===== config.mk =====
export PLATFORM = sky130hd
export DESIGN_NAME = count_serializer
export DESIGN_NICKNAME = d
export VERILOG_FILES = /design/src/rtl/count_serializer.sv
export SDC_FILE = /design/constraint.sdc
export NUM_CORES = 1
export LEC_CHECK = 0
export BUFFER_PORTS_ARGS = -buffer_cell sky130_fd_sc_hd__buf_2
export CAP_MARGIN = 0
export CORE_AREA = 2 2 39 41
export DETAILED_ROUTE_END_ITERATION = 6
export DIE_AREA = 0 0 41 43
export PLACE_DENSITY = 0.63
export RECOVER_POWER = 100
export SETUP_SLACK_MARGIN = 0.15
export SKIP_LAST_GASP = 1
export SLEW_MARGIN = 10
export SYNTH_ARGS = -nofsm -noshare
export SYNTH_HDL_FRONTEND = slang
export SYNTH_SLANG_ARGS = --single-unit

===== constraint.sdc =====
create_clock -name clock -period 3 [get_ports clock]
set_clock_uncertainty 0.05 [all_clocks]
set_input_delay 0 -clock clock [delete_from_list [all_inputs] [get_ports clock]]
set_output_delay 0 -clock clock [all_outputs]
set_load 0.005 [all_outputs]

===== src/rtl/count_serializer.sv =====
// Frame serializer: accepts a WIDTH-bit word when idle and sends it as
// start bit (0), data LSB first, stop bit (1), each held CLKS_PER_BIT cycles.
module count_serializer #(
  parameter int WIDTH        = 4,
  parameter int CLKS_PER_BIT = 4
) (
  input  logic             clock,
  input  logic             reset,
  input  logic [WIDTH-1:0] in_data,
  input  logic             in_valid,
  output logic             in_ready,
  output logic             tx,
  output logic             busy
);

  localparam int CNT_W = (CLKS_PER_BIT > 1) ? $clog2(CLKS_PER_BIT) : 1;
  localparam int IDX_W = (WIDTH > 1) ? $clog2(WIDTH) : 1;
  localparam logic [CNT_W-1:0] CNT_LAST = CNT_W'(CLKS_PER_BIT - 1);
  localparam logic [IDX_W-1:0] IDX_LAST = IDX_W'(WIDTH - 1);

  typedef enum logic [1:0] {
    S_IDLE,
    S_START,
    S_DATA,
    S_STOP
  } state_e;

  state_e             state_q, state_d;
  logic               tx_q, tx_d;
  logic [CNT_W-1:0]   cnt_q, cnt_d;
  logic [IDX_W-1:0]   idx_q, idx_d;
  logic [WIDTH-1:0]   shreg_q, shreg_d;

  logic               accept;
  logic               bit_end;
  logic [WIDTH-1:0]   shreg_shift;

  // Ready is decoded from the state register only, so in_valid never
  // reaches in_ready combinationally.
  assign in_ready    = (state_q == S_IDLE);
  assign busy        = ~in_ready;
  assign tx          = tx_q;
  assign accept      = in_valid & in_ready;
  assign bit_end     = (cnt_q == CNT_LAST);
  assign shreg_shift = shreg_q >> 1;

  // tx_d is computed from the state being entered, so the registered tx
  // changes on the same edge as the state.
  always_comb begin
    // NOTE: every signal gets a default first; a path that leaves one
    // unassigned would infer a latch.
    state_d = state_q;
    tx_d    = tx_q;
    cnt_d   = cnt_q;
    idx_d   = idx_q;
    shreg_d = shreg_q;

    unique case (state_q)
      S_IDLE: begin
        cnt_d = '0;
        idx_d = '0;
        tx_d  = 1'b1;
        if (accept) begin
          state_d = S_START;
          shreg_d = in_data;
          tx_d    = 1'b0;
        end
      end

      S_START: begin
        if (bit_end) begin
          state_d = S_DATA;
          cnt_d   = '0;
          idx_d   = '0;
          tx_d    = shreg_q[0];
        end else begin
          cnt_d = cnt_q + CNT_W'(1);
        end
      end

      S_DATA: begin
        if (bit_end) begin
          cnt_d = '0;
          if (idx_q == IDX_LAST) begin
            state_d = S_STOP;
            tx_d    = 1'b1;
          end else begin
            idx_d   = idx_q + IDX_W'(1);
            shreg_d = shreg_shift;
            tx_d    = shreg_shift[0];
          end
        end else begin
          cnt_d = cnt_q + CNT_W'(1);
        end
      end

      S_STOP: begin
        if (bit_end) begin
          state_d = S_IDLE;
          cnt_d   = '0;
          tx_d    = 1'b1;
        end else begin
          cnt_d = cnt_q + CNT_W'(1);
        end
      end

      default: begin
        state_d = S_IDLE;
        tx_d    = 1'b1;
        cnt_d   = '0;
        idx_d   = '0;
      end
    endcase
  end

  // NOTE: sequential state uses non-blocking assignments so every flop
  // samples the pre-edge value of every other flop.
  always_ff @(posedge clock) begin
    if (reset) begin
      state_q <= S_IDLE;
      tx_q    <= 1'b1;
      cnt_q   <= '0;
      idx_q   <= '0;
      // NOTE: the shift register is cleared on reset so an aborted word
      // cannot linger in the datapath.
      shreg_q <= '0;
    end else begin
      state_q <= state_d;
      tx_q    <= tx_d;
      cnt_q   <= cnt_d;
      idx_q   <= idx_d;
      shreg_q <= shreg_d;
    end
  end

endmodule


==> impl_summary.txt, run 1 <==
----------------------------------------------------
[STA]
  Smallest setup slack after layout ... roughly 1.2 ns
  Pin slew with the least headroom to its limit ... 0.508 ns
  Period utilization ... 61.6%
  Highest clock frequency the design can meet ... 541 MHz
  Final Hold Viols ... 0
  Minimum clock period ... 1.85 ns
  RSZ-0062 raised after global routing ... false
  Normalized max-slew margin ... about 66%
  Fin Setup TNS ... 0 ns
  # setup viols final ... 0
  Slew Limit Fails ... 0
  Minimum hold slack ... between 0.02 and 0.025 ns

[Worst setup path]
  Bufs and invs on worst path ... 1
  Most common cell on crit path ... sky130_fd_sc_hd__mux2i_1
  Crit path arrival time ... between 1.5 and 2 ns
  R2R Path End ... shreg_q[3]
  Setup CP Type ... reg -> reg
  Largest driver fanout on the critical path ... 10
  Critical register-to-register path startpoint ... state_q[0]
  Sequence of cells on the critical path ... inv_1 -> ha_1 -> mux2i_1 -> a21oi_1 -> mux2i_1 -> nor2_1
  Delay of the slowest critical-path stage ... 0.43 ns
  CP Data Required Time ... 3.10 ns
  Kind of end point of the critical path ... flip-flop
  Register-to-register path setup slack ... between 1 and 1.5 ns
  Cell type of the slowest stage on the worst timing path ... sky130_fd_sc_hd__a21oi_1
  R2R cell count ... 6
  Largest delay share family, worst path ... compound AO/OA/AOI/OAI gates
  Worst Setup Start Kind ... flip-flop

[Place]
  Placed wire-length estimate after detailed placement ... ~770 um
  GPL Wtd Cong ... 0.687
  Count of buffers inserted at the top-level ports ... 9
  Post-DP Area ... ~640 um2
  Post-placement setup slack ... 1.25 ns
  Placed cells ... 85

[Global routing]
  Global routing met3 resource utilization ... 3.14%
  Overall track demand over capacity in global routing ... about 14%
  Layer with the highest usage after global routing ... met2
  Met2 track demand over resource ... between 10% and 20%
  Largest net degree at the start of global routing ... 12
  Wire length of the first global-routing pass ... 1.69 mm
  Antenna violations before repair ... 0
  Met1 track demand over resource in global routing ... 19.2%
  Total grt overflow ... 0
  Via count of the first global-routing pass ... just over 400

[Floorplan]
  Area inside the core boundary ... 1380 um2
  Io pins ... 10
  Site Rows ... 14
  Die area ... between 1500 and 2000 um2
  Die Ht ... ~43 um
  Effective utilization at floorplan ... 42.9%
  Horizontal extent of the die ... a little over 40 um

[Layout]
  ANT cells ... 0
  Final core utilization ... 48.1%
  Share of final-layout standard cells stronger than drive strength 1 ... 14.9%
  Total non-filler cell area in the finished layout ... 666 um2
  Syn-to-layout area delta ... 12.2%
  Count of placed standard cells in the final layout, fillers left out ... 90
  Post-layout nets ... 88

[Clocking]
  TritonCTS Buffers ... 3
  Number of buffers inserted to repair setup after CTS ... 0
  Number of buffers on the longest clock path ... 2
  Deepest level of the CTS H-tree ... 1
  Clock-pin transition on the worst setup and hold timing paths ... ~0.070 ns
  CTS tree ... built
  Root Buffer Master ... sky130_fd_sc_hd__clkbuf_4
  Clock latency on the worst-skew pair ... 0.26 ns
  TritonCTS Sinks ... 11

[Route]
  Via total after detailed routing ... 465
  Number of vias per cell ... 5.17
  Starting DRT DRC Count ... 5
  DRC violations left ... 0
  Pre-Repair DR Iteration Count ... 3
  Total length of routed wires ... around 1.0 mm
  Average wire length per cell after detail routing ... 11.3 um
  Antenna viol nets, final ... 0

[Synth]
  Unique cell type count in the Yosys netlist ... 25
  Synth Net Count ... 76
  Synthesized cell area ... 593 um2
  Number of instances in the synthesized netlist ... 63
  #FFs+latches synth ... 11
  Number of warning messages in the yosys log ... 0
  Part of the Yosys area used for sequential elements ... around 37%
  Post-synthesis area per instance ... 9.41 um2

[Worst hold path]
  Hold Crit Depth ... 3
  Endpoint of the worst hold-timing path ... shreg_q[1]
  Origin of the worst min-delay path ... in_data[1]
  Class of the tightest hold or removal check ... in -> reg

[Power and ir drop]
  Peak supply drop ... 0.351 mV
  Leakage Power ... approximately 0.29 nW
  Power Dens Cells ... between 800 and 900 nW/um2
  Final Total Pwr ... about 0.6 mW

[Run status]
  Result of the run ... complete, no violations

[Run]
  Number of maximum-capacitance constraint violations ... 0

----------------------------------------------------
where the power goes:
part           switching [mW]  total (mW)  internal (mW)  leakage [nW]
Sequential             0.0265       0.215          0.189        0.0903
Clock                  0.0470      0.0985         0.0514        0.0150
Combinational           0.148       0.271          0.123         0.184
Total                   0.222       0.585          0.364         0.289
metal layers:
metal | part of all wire [%] | wire length [um]
met1 | 51 | 520
met2 | 43 | 432
met3 | 3.9 | 40
met4 | 2.1 | 21
met5 | 0 | 0
kinds of logic after synthesis:
| logic type | share of synthesized area [%] |
|---|---|
| simple gates | 15.8 |
| flops | 37.1 |
| mux | 10.1 |
| fa+ha+maj | 12.7 |
| buf+inv | 5.69 |
| compound gates | 18.6 |
how the worst max path moves through the flow:
stage,from,endpoint,slack [ns],cells past startpoint
2_1_floorplan,state_q[0],shreg_q[3],1.44,7
3_3_place_gp,state_q[0],shreg_q[3],1.29,6
5_1_grt,state_q[0],shreg_q[0],0.91,6
6_report,state_q[0],shreg_q[3],1.15,6
3_5_place_dp,state_q[0],shreg_q[3],1.25,6
4_1_cts,state_q[0],shreg_q[3],1.24,6
layout by cell type, fill, tap and decap left out, types with 2 or more instances in the layout:
cell type	n
sky130_fd_sc_hd__clkbuf_4	3
sky130_fd_sc_hd__mux2i_1	6
sky130_fd_sc_hd__a21oi_1	4
sky130_fd_sc_hd__nor2_1	6
sky130_fd_sc_hd__nand2b_1	3
sky130_fd_sc_hd__clkbuf_1	2
sky130_fd_sc_hd__buf_2	7
sky130_fd_sc_hd__o21ai_0	3
sky130_fd_sc_hd__ha_1	6
sky130_fd_sc_hd__inv_1	4
sky130_fd_sc_hd__dfxtp_1	11
sky130_fd_sc_hd__a211oi_1	4
sky130_fd_sc_hd__nand2_1	2
state kept, by name, indices dropped and copies added, names as in the netlist:
| signal | flops |
|---|---|
| idx_q | 2 |
| state_q | 2 |
| shreg_q | 4 |
| cnt_q | 2 |
| tx | 1 |
worst reg2reg max path: stages (launching register included):
cell and delay [ns]:
sky130_fd_sc_hd__dfxtp_1 0.34, sky130_fd_sc_hd__inv_1 0.10, sky130_fd_sc_hd__ha_1 0.40, sky130_fd_sc_hd__mux2i_1 0.13, sky130_fd_sc_hd__a21oi_1 0.43, sky130_fd_sc_hd__mux2i_1 0.24
sky130_fd_sc_hd__nor2_1 0.05
synth_stat cells:
| cell type | count | share of area [%] |
|---|---|---|
| sky130_fd_sc_hd__dfxtp_1 | 11 | 37 |
| sky130_fd_sc_hd__ha_1 | 6 | 13 |
| sky130_fd_sc_hd__mux2i_1 | 6 | 10 |
| sky130_fd_sc_hd__nor2_1 | 6 | 3.8 |
| sky130_fd_sc_hd__a211oi_1 | 4 | 5.1 |
| sky130_fd_sc_hd__a21oi_1 | 3 | 2.5 |
| sky130_fd_sc_hd__inv_1 | 3 | 1.9 |
| sky130_fd_sc_hd__nand2b_1 | 3 | 3.2 |
| sky130_fd_sc_hd__o21ai_0 | 3 | 2.5 |
| sky130_fd_sc_hd__buf_4 | 2 | 2.5 |
| sky130_fd_sc_hd__nand2_1 | 2 | 1.3 |
| sky130_fd_sc_hd__a211o_1 | 1 | 1.5 |
| sky130_fd_sc_hd__a21boi_1 | 1 | 1.3 |
| sky130_fd_sc_hd__a21o_1 | 1 | 1.3 |
| sky130_fd_sc_hd__a21oi_2 | 1 | 1.5 |
| sky130_fd_sc_hd__a221oi_1 | 1 | 1.5 |
| sky130_fd_sc_hd__clkbuf_1 | 1 | 0.63 |
| sky130_fd_sc_hd__inv_2 | 1 | 0.63 |
| sky130_fd_sc_hd__nor2b_1 | 1 | 1.1 |
| sky130_fd_sc_hd__nor3_2 | 1 | 1.7 |
| sky130_fd_sc_hd__nor4_1 | 1 | 1.1 |
| sky130_fd_sc_hd__nor4b_1 | 1 | 1.5 |
| sky130_fd_sc_hd__o221ai_1 | 1 | 1.5 |
| sky130_fd_sc_hd__or3_1 | 1 | 1.1 |
| sky130_fd_sc_hd__or4_1 | 1 | 1.3 |
layout make-up:
type	instances	area, um2
Inverter	4	15.0
Clock buffer	4	26.3
Sequential cell	11	220
Multi-Input combinational cell	45	330
Fill cell	141	718
Timing Repair Buffer	10	53.8
Tap cell	16	20.0
what timing repair did:
item,in CTS,in global routing
hold buffers,1,0
hold endpoints to repair,3,0
gates resized for setup,0,0
endpoints found under the setup margin,0,0
Power figures use the tool's default switching activity.
==> inputs of run 2 (changes only) <==
Clock period 3 ns to 1.9 ns, I/O delays scaled along.
==> run 2 against run 1 <==
Net effect: clock-buffer cell count decreased by 1; cell area increased by 6.8%; worst setup slack got worse by 0.85 ns; non-clock buffer count rose by 4; sequential power up 59%; first-iteration DRC count rose by 40%; flip-flop and latch count did not move; largest cell class unchanged.
==> impl_summary.txt, run 2 (synthesis gave the netlist of run 1 again) <==
----------------------------------------------------
[Worst setup path]
  Kind of end point of the critical path ... flip-flop
  Largest delay share family, worst path ... compound AO/OA/AOI/OAI gates
  R2R Path End ... state_q[0]
  R2R cell count ... 6
  Delay of the slowest critical-path stage ... 0.39 ns
  Largest driver fanout on the critical path ... 8
  Sequence of cells on the critical path ... inv_1 -> ha_2 -> nor3_1 -> o221ai_1 -> a21o_1 -> a21oi_1
  Cell type of the slowest stage on the worst timing path ... sky130_fd_sc_hd__dfxtp_1
  Crit path arrival time ... 1.77 ns
  Setup CP Type ... reg -> reg
  Bufs and invs on worst path ... 1
  Register-to-register path setup slack ... approximately 0.3 ns
  Worst Setup Start Kind ... flip-flop
  CP Data Required Time ... 2.07 ns
  Critical register-to-register path startpoint ... state_q[0]

[Worst hold path]
  Hold Crit Depth ... 3
  Endpoint of the worst hold-timing path ... shreg_q[0]
  Class of the tightest hold or removal check ... in -> reg
  Origin of the worst min-delay path ... in_data[0]

[STA]
  Period utilization ... between 80% and 90%
  Highest clock frequency the design can meet ... ~620 MHz
  Final Hold Viols ... 0
  Slew Limit Fails ... 0
  # setup viols final ... 0
  Minimum clock period ... about 1.6 ns
  Pin slew with the least headroom to its limit ... 0.335 ns
  Fin Setup TNS ... 0 ns
  Normalized max-slew margin ... slightly below 80%
  RSZ-0062 raised after global routing ... false

[Clocking]
  TritonCTS Buffers ... 3
  CTS tree ... built
  Number of buffers on the longest clock path ... 2
  Deepest level of the CTS H-tree ... 1
  Clock latency on the worst-skew pair ... around 0.28 ns
  TritonCTS Sinks ... 11
  Root Buffer Master ... sky130_fd_sc_hd__clkbuf_4
  Clock-pin transition on the worst setup and hold timing paths ... 0.08 ns

[Layout]
  ANT cells ... 0
  Commonest non-fill, non-tap cells in the layout ... sky130_fd_sc_hd__dfxtp_1, sky130_fd_sc_hd__buf_2, sky130_fd_sc_hd__mux2i_1, sky130_fd_sc_hd__nor2_1
  Post-layout nets ... 92
  Area of the multi-input gates ... 339 um2
  Final core utilization ... 51.4%
  Fillers ... 136
  Max reg flops ... 4
  Commonest non-fill, non-tap cell in the layout ... sky130_fd_sc_hd__dfxtp_1
  FF/Latch Area ... 220 um2
  Syn-to-layout area delta ... 19.8%
  Share of final-layout standard cells stronger than drive strength 1 ... roughly 22%
  Largest Register ... shreg_q

[Global routing]
  Wire length of the first global-routing pass ... 1.87 mm
  Largest net degree at the start of global routing ... 12
  Antenna violations before repair ... 0
  Total grt overflow ... 0
  Overall track demand over capacity in global routing ... between 10% and 20%
  Via count of the first global-routing pass ... 438

[Floorplan]
  Area inside the core boundary ... about 1400 um2
  Effective utilization at floorplan ... 42.9%
  Site Rows ... 14
  Die Ht ... 43 um
  Die area ... roughly 1800 um2
  Io pins ... 10
  Horizontal extent of the die ... just over 40 um

[Route]
  Antenna viol nets, final ... 0
  Pre-Repair DR Iteration Count ... 4
  Via total after detailed routing ... 490
  Total length of routed wires ... ~1.1 mm
  Number of vias per cell ... 5.21
  Average wire length per cell after detail routing ... roughly 12 um
  DRC violations left ... 0
  Starting DRT DRC Count ... 7

[Run status]
  Result of the run ... complete, no violations

[Run]
  Number of maximum-capacitance constraint violations ... 0

[Power and ir drop]
  Internal power summed over all cells ... 0.604 mW
  Sw Pwr ... between 0.3 and 0.4 mW
  Power Dens Cells ... around 1400 nW/um2
  Clock network power share ... 17.0%
  Combinational power share ... 48.1%
  Final Total Pwr ... 0.976 mW
  Switching share of total power ... approximately two fifths
  Sequential power share ... 34.9%
  Peak supply drop ... 0.880 mV
  Leakage Power ... 0.308 nW

[Place]
  Count of buffers inserted at the top-level ports ... 9
  Placed wire-length estimate after detailed placement ... 790 um
  GPL Wtd Cong ... 0.681

----------------------------------------------------
## run 2: changes by cell type in the layout (fill, tap and decap cells not counted)
cell,change
sky130_fd_sc_hd__dlygate4sd3_1,+2
sky130_fd_sc_hd__buf_2,+1
sky130_fd_sc_hd__a21oi_2,+1
sky130_fd_sc_hd__clkinv_2,+1
sky130_fd_sc_hd__buf_4,+2
sky130_fd_sc_hd__a21oi_1,-1
sky130_fd_sc_hd__clkbuf_2,-1
sky130_fd_sc_hd__clkbuf_1,-1
sky130_fd_sc_hd__ha_2,+2
sky130_fd_sc_hd__ha_1,-2
## run 2: area by class of cell
class,count,share of cell area (%)
clock inverters,1,0.704
inverters,4,2.11
repair buffers,14,12.5
flip-flops and latches,11,31.0
multi-input cells,45,47.7
clock buffers,3,3.17
well taps,16,2.82
## run 2: repair_timing
item / in CTS / in global routing
setup endpoints to repair: 0 / 8
endpoints found under the hold margin: 10 / 0
hold buffers: 3 / 0
gates resized for setup: 0 / 2
setup buffers: 0 / 1
## run 2: worst register-to-register path: cells and delay by family, from the launching register on
kind | cells | cell delay [ns]
fa+ha+maj | 1 | 0.25
buf+inv | 1 | 0.09
compound gates | 3 | 0.52
flops | 1 | 0.39
simple gates | 1 | 0.25
## run 2: power by group through the flow
stage / sequential, mW / clock (mW) / combinational [mW]
global route: 0.350 / 0.180 / 0.540
global placement: 0.343 / 0 / 0.451
CTS: 0.342 / 0.177 / 0.460
finish: 0.341 / 0.166 / 0.469
detailed placement: 0.347 / 0 / 0.453
floorplan: 0.337 / 0 / 0.371
## run 2: worst max path at each step
| stage | from | endpoint | slack, ns | cells past startpoint |
|---|---|---|---|---|
| after floorplan | state_q[0] | shreg_q[3] | 0.34 | 7 |
| after global placement | state_q[0] | state_q[0] | 0.27 | 6 |
| after detailed placement | state_q[0] | shreg_q[3] | 0.23 | 6 |
| after CTS | state_q[0] | shreg_q[3] | 0.21 | 6 |
| after global routing | state_q[0] | state_q[0] | 0.10 | 6 |
| final | state_q[0] | state_q[0] | 0.30 | 6 |
## run 2: per-stage QoR
stage | hold slack [ns] | cells | setup WS (ns) | area, um2
CTS | 0.00416 | 93 | 0.215 | 704
detailed placement | 0.280 | 86 | 0.225 | 647
global route | 0.0788 | 94 | 0.101 | 711
floorplan | 0.0444 | 63 | 0.342 | 593
global placement | 0.270 | 86 | 0.269 | 647
finish | 0.0114 | 94 | 0.297 | 711
## run 2: routing by layer
metal	GRT usage, %	wire (um)	up-vias
met5	0	0	-
met4	14.0	44	0
met3	7.85	64	5
met2	20.9	445	10
met1	20.4	550	216
li1	-	-	259
==> inputs of run 3 (changes only) <==
Clock period 1.9 ns to 1.6 ns, I/O delays scaled along.
==> run 3 against run 2 <==
Net effect: non-clock buffer count up 2; total power increased by 40%; via count grew 4.5%; critical path type unchanged; largest cell class unchanged; largest power group unchanged.
==> impl_summary.txt, run 3 (synthesis gave the netlist of run 1 again) <==
----------------------------------------------------
[Layout]
  Commonest non-fill, non-tap cell in the layout ... sky130_fd_sc_hd__buf_2
  Largest Register ... shreg_q
  ANT cells ... 0
  Count of placed standard cells in the final layout, fillers left out ... 96
  Post-layout nets ... 94
  Max reg flops ... 4
  Commonest non-fill, non-tap cells in the layout ... sky130_fd_sc_hd__buf_2, sky130_fd_sc_hd__dfxtp_1, sky130_fd_sc_hd__mux2i_1, sky130_fd_sc_hd__nor2_1, sky130_fd_sc_hd__buf_4
  Fillers ... 124
  Syn-to-layout area delta ... 36.9%
  Share of final-layout standard cells stronger than drive strength 1 ... a little over two fifths

[Power and ir drop]
  Internal power summed over all cells ... roughly 0.85 mW
  Sw Pwr ... 0.522 mW
  Combinational power share ... a little over half
  Switching share of total power ... 38.2%
  Leakage Power ... about 0.33 nW
  Final Total Pwr ... 1.37 mW
  Peak supply drop ... 0.832 mV
  Clock network power share ... 14.1%
  Sequential power share ... 32.2%
  Power Dens Cells ... 1690 nW/um2

[STA]
  Period utilization ... between 90% and 100%
  Slew Limit Fails ... 0
  Smallest setup slack after layout ... 0.140 ns
  Final Hold Viols ... 0
  Fin Setup TNS ... 0 ns
  # setup viols final ... 0
  Normalized max-slew margin ... around 80%
  Highest clock frequency the design can meet ... 685 MHz
  RSZ-0062 raised after global routing ... true
  Pin slew with the least headroom to its limit ... between 0.2 and 0.3 ns
  Minimum clock period ... 1.46 ns

[Clocking]
  TritonCTS Buffers ... 3
  Number of buffers on the longest clock path ... 2
  Clock latency on the worst-skew pair ... around 0.27 ns
  CTS tree ... built
  TritonCTS Sinks ... 11
  Root Buffer Master ... sky130_fd_sc_hd__clkbuf_4
  Clock-pin transition on the worst setup and hold timing paths ... 0.07 ns
  Deepest level of the CTS H-tree ... 1

[Worst setup path]
  Setup CP Type ... reg -> reg
  R2R cell count ... 5
  Largest driver fanout on the critical path ... 4
  Sequence of cells on the critical path ... inv_1 -> ha_2 -> a211oi_1 -> a221oi_1 -> a211o_1
  Worst Setup Start Kind ... flip-flop
  Bufs and invs on worst path ... 1
  CP Data Required Time ... 1.72 ns
  Kind of end point of the critical path ... flip-flop
  Largest delay share family, worst path ... compound AO/OA/AOI/OAI gates
  Cell type of the slowest stage on the worst timing path ... sky130_fd_sc_hd__dfxtp_4
  Crit path arrival time ... 1.58 ns
  Instance count on the critical path ... 5
  Delay of the slowest critical-path stage ... ~0.38 ns

[Floorplan]
  Horizontal extent of the die ... between 40 and 50 um
  Effective utilization at floorplan ... between 40% and 50%
  Site Rows ... 14
  Io pins ... 10
  Area inside the core boundary ... 1380 um2
  Die area ... about 1800 um2
  Die Ht ... 43 um

[Run status]
  Result of the run ... complete, no violations

[Run]
  Number of maximum-capacitance constraint violations ... 0

[Route]
  Average wire length per cell after detail routing ... 12.8 um
  Pre-Repair DR Iteration Count ... 4
  Via total after detailed routing ... 512
  Starting DRT DRC Count ... 5
  Total length of routed wires ... 1.23 mm
  Number of vias per cell ... 5.33
  DRC violations left ... 0
  Antenna viol nets, final ... 0

[Global routing]
  Wire length of the first global-routing pass ... between 1.5 and 2 mm
  Total grt overflow ... 0
  Overall track demand over capacity in global routing ... 15.8%
  Antenna violations before repair ... 0
  Largest net degree at the start of global routing ... 12
  Via count of the first global-routing pass ... 479

[Place]
  Placed cells ... between 80 and 90
  GPL Wtd Cong ... ~0.76
  Post-placement setup slack ... 0.0525 ns
  Count of buffers inserted at the top-level ports ... 9
  Placed wire-length estimate after detailed placement ... 846 um

[Worst hold path]
  Hold Crit Depth ... 3
  Class of the tightest hold or removal check ... in -> reg

----------------------------------------------------
==> run 3: worst min-delay path, cell delays in order <==
cell	delay (ns)
sky130_fd_sc_hd__buf_2	0.10
sky130_fd_sc_hd__mux2i_1	0.12
sky130_fd_sc_hd__a211oi_1	0.09
==> run 3: path summary, 6_finish.rpt <==
check / start / to / slack (ns)
worst max-delay path: state_q[1] / tx / 0.14
worst min-delay path: in_data[0] / shreg_q[0] / 0.02
worst max register to register: state_q[1] / tx / 0.14
worst min register to register: tx / tx / 0.43
==> run 3: per-layer routing <==
| metal | vias to the layer above | track usage (%) | routed length, um |
|---|---|---|---|
| met4 | 0 | 8.00 | 30 |
| li1 | 258 | - | - |
| met1 | 234 | 19.1 | 538 |
| met3 | 5 | 4.71 | 50 |
| met2 | 15 | 24.1 | 613 |
| met5 | - | 0 | 0 |
==> run 3: timing repair <==
| item | CTS | global route |
|---|---|---|
| gates resized for setup | 2 | 16 |
| hold buffers | 1 | 0 |
| endpoints found under the setup margin | 9 | 9 |
| endpoints found under the hold margin | 9 | 0 |
| pin swaps | 0 | 3 |
| setup buffers | 2 | 0 |
==> run 3: area by class of cell <==
cell class              instances  area [um2]  share of cell area, %
flip-flops and latches         11         229                   28.2
well taps                      16        20.0                   2.47
clock buffers                   4        26.3                   3.24
multi-input cells              45         415                   51.2
inverters                       4        17.5                   2.16
repair buffers                 16         104                   12.8
==> run 3: per-stage QoR <==
step,hold WS (ns),util [%],instance area [um2]
after detailed placement,0.269,49.2,681
after floorplan,0.0444,-,612
after global placement,0.266,49.2,681
after CTS,0.0132,53.3,737
final,0.0241,58.7,812
after global routing,0.0441,58.7,812
==> run 3: power by group through the flow <==
stage | Clock (mW) | Combinational [mW] | Sequential [mW]
6_report | 0.193 | 0.735 | 0.440
5_1_grt | 0.213 | 0.810 | 0.452
4_1_cts | 0.200 | 0.642 | 0.414
3_5_place_dp | 0 | 0.596 | 0.419
3_3_place_gp | 0 | 0.593 | 0.416
2_1_floorplan | 0 | 0.480 | 0.407
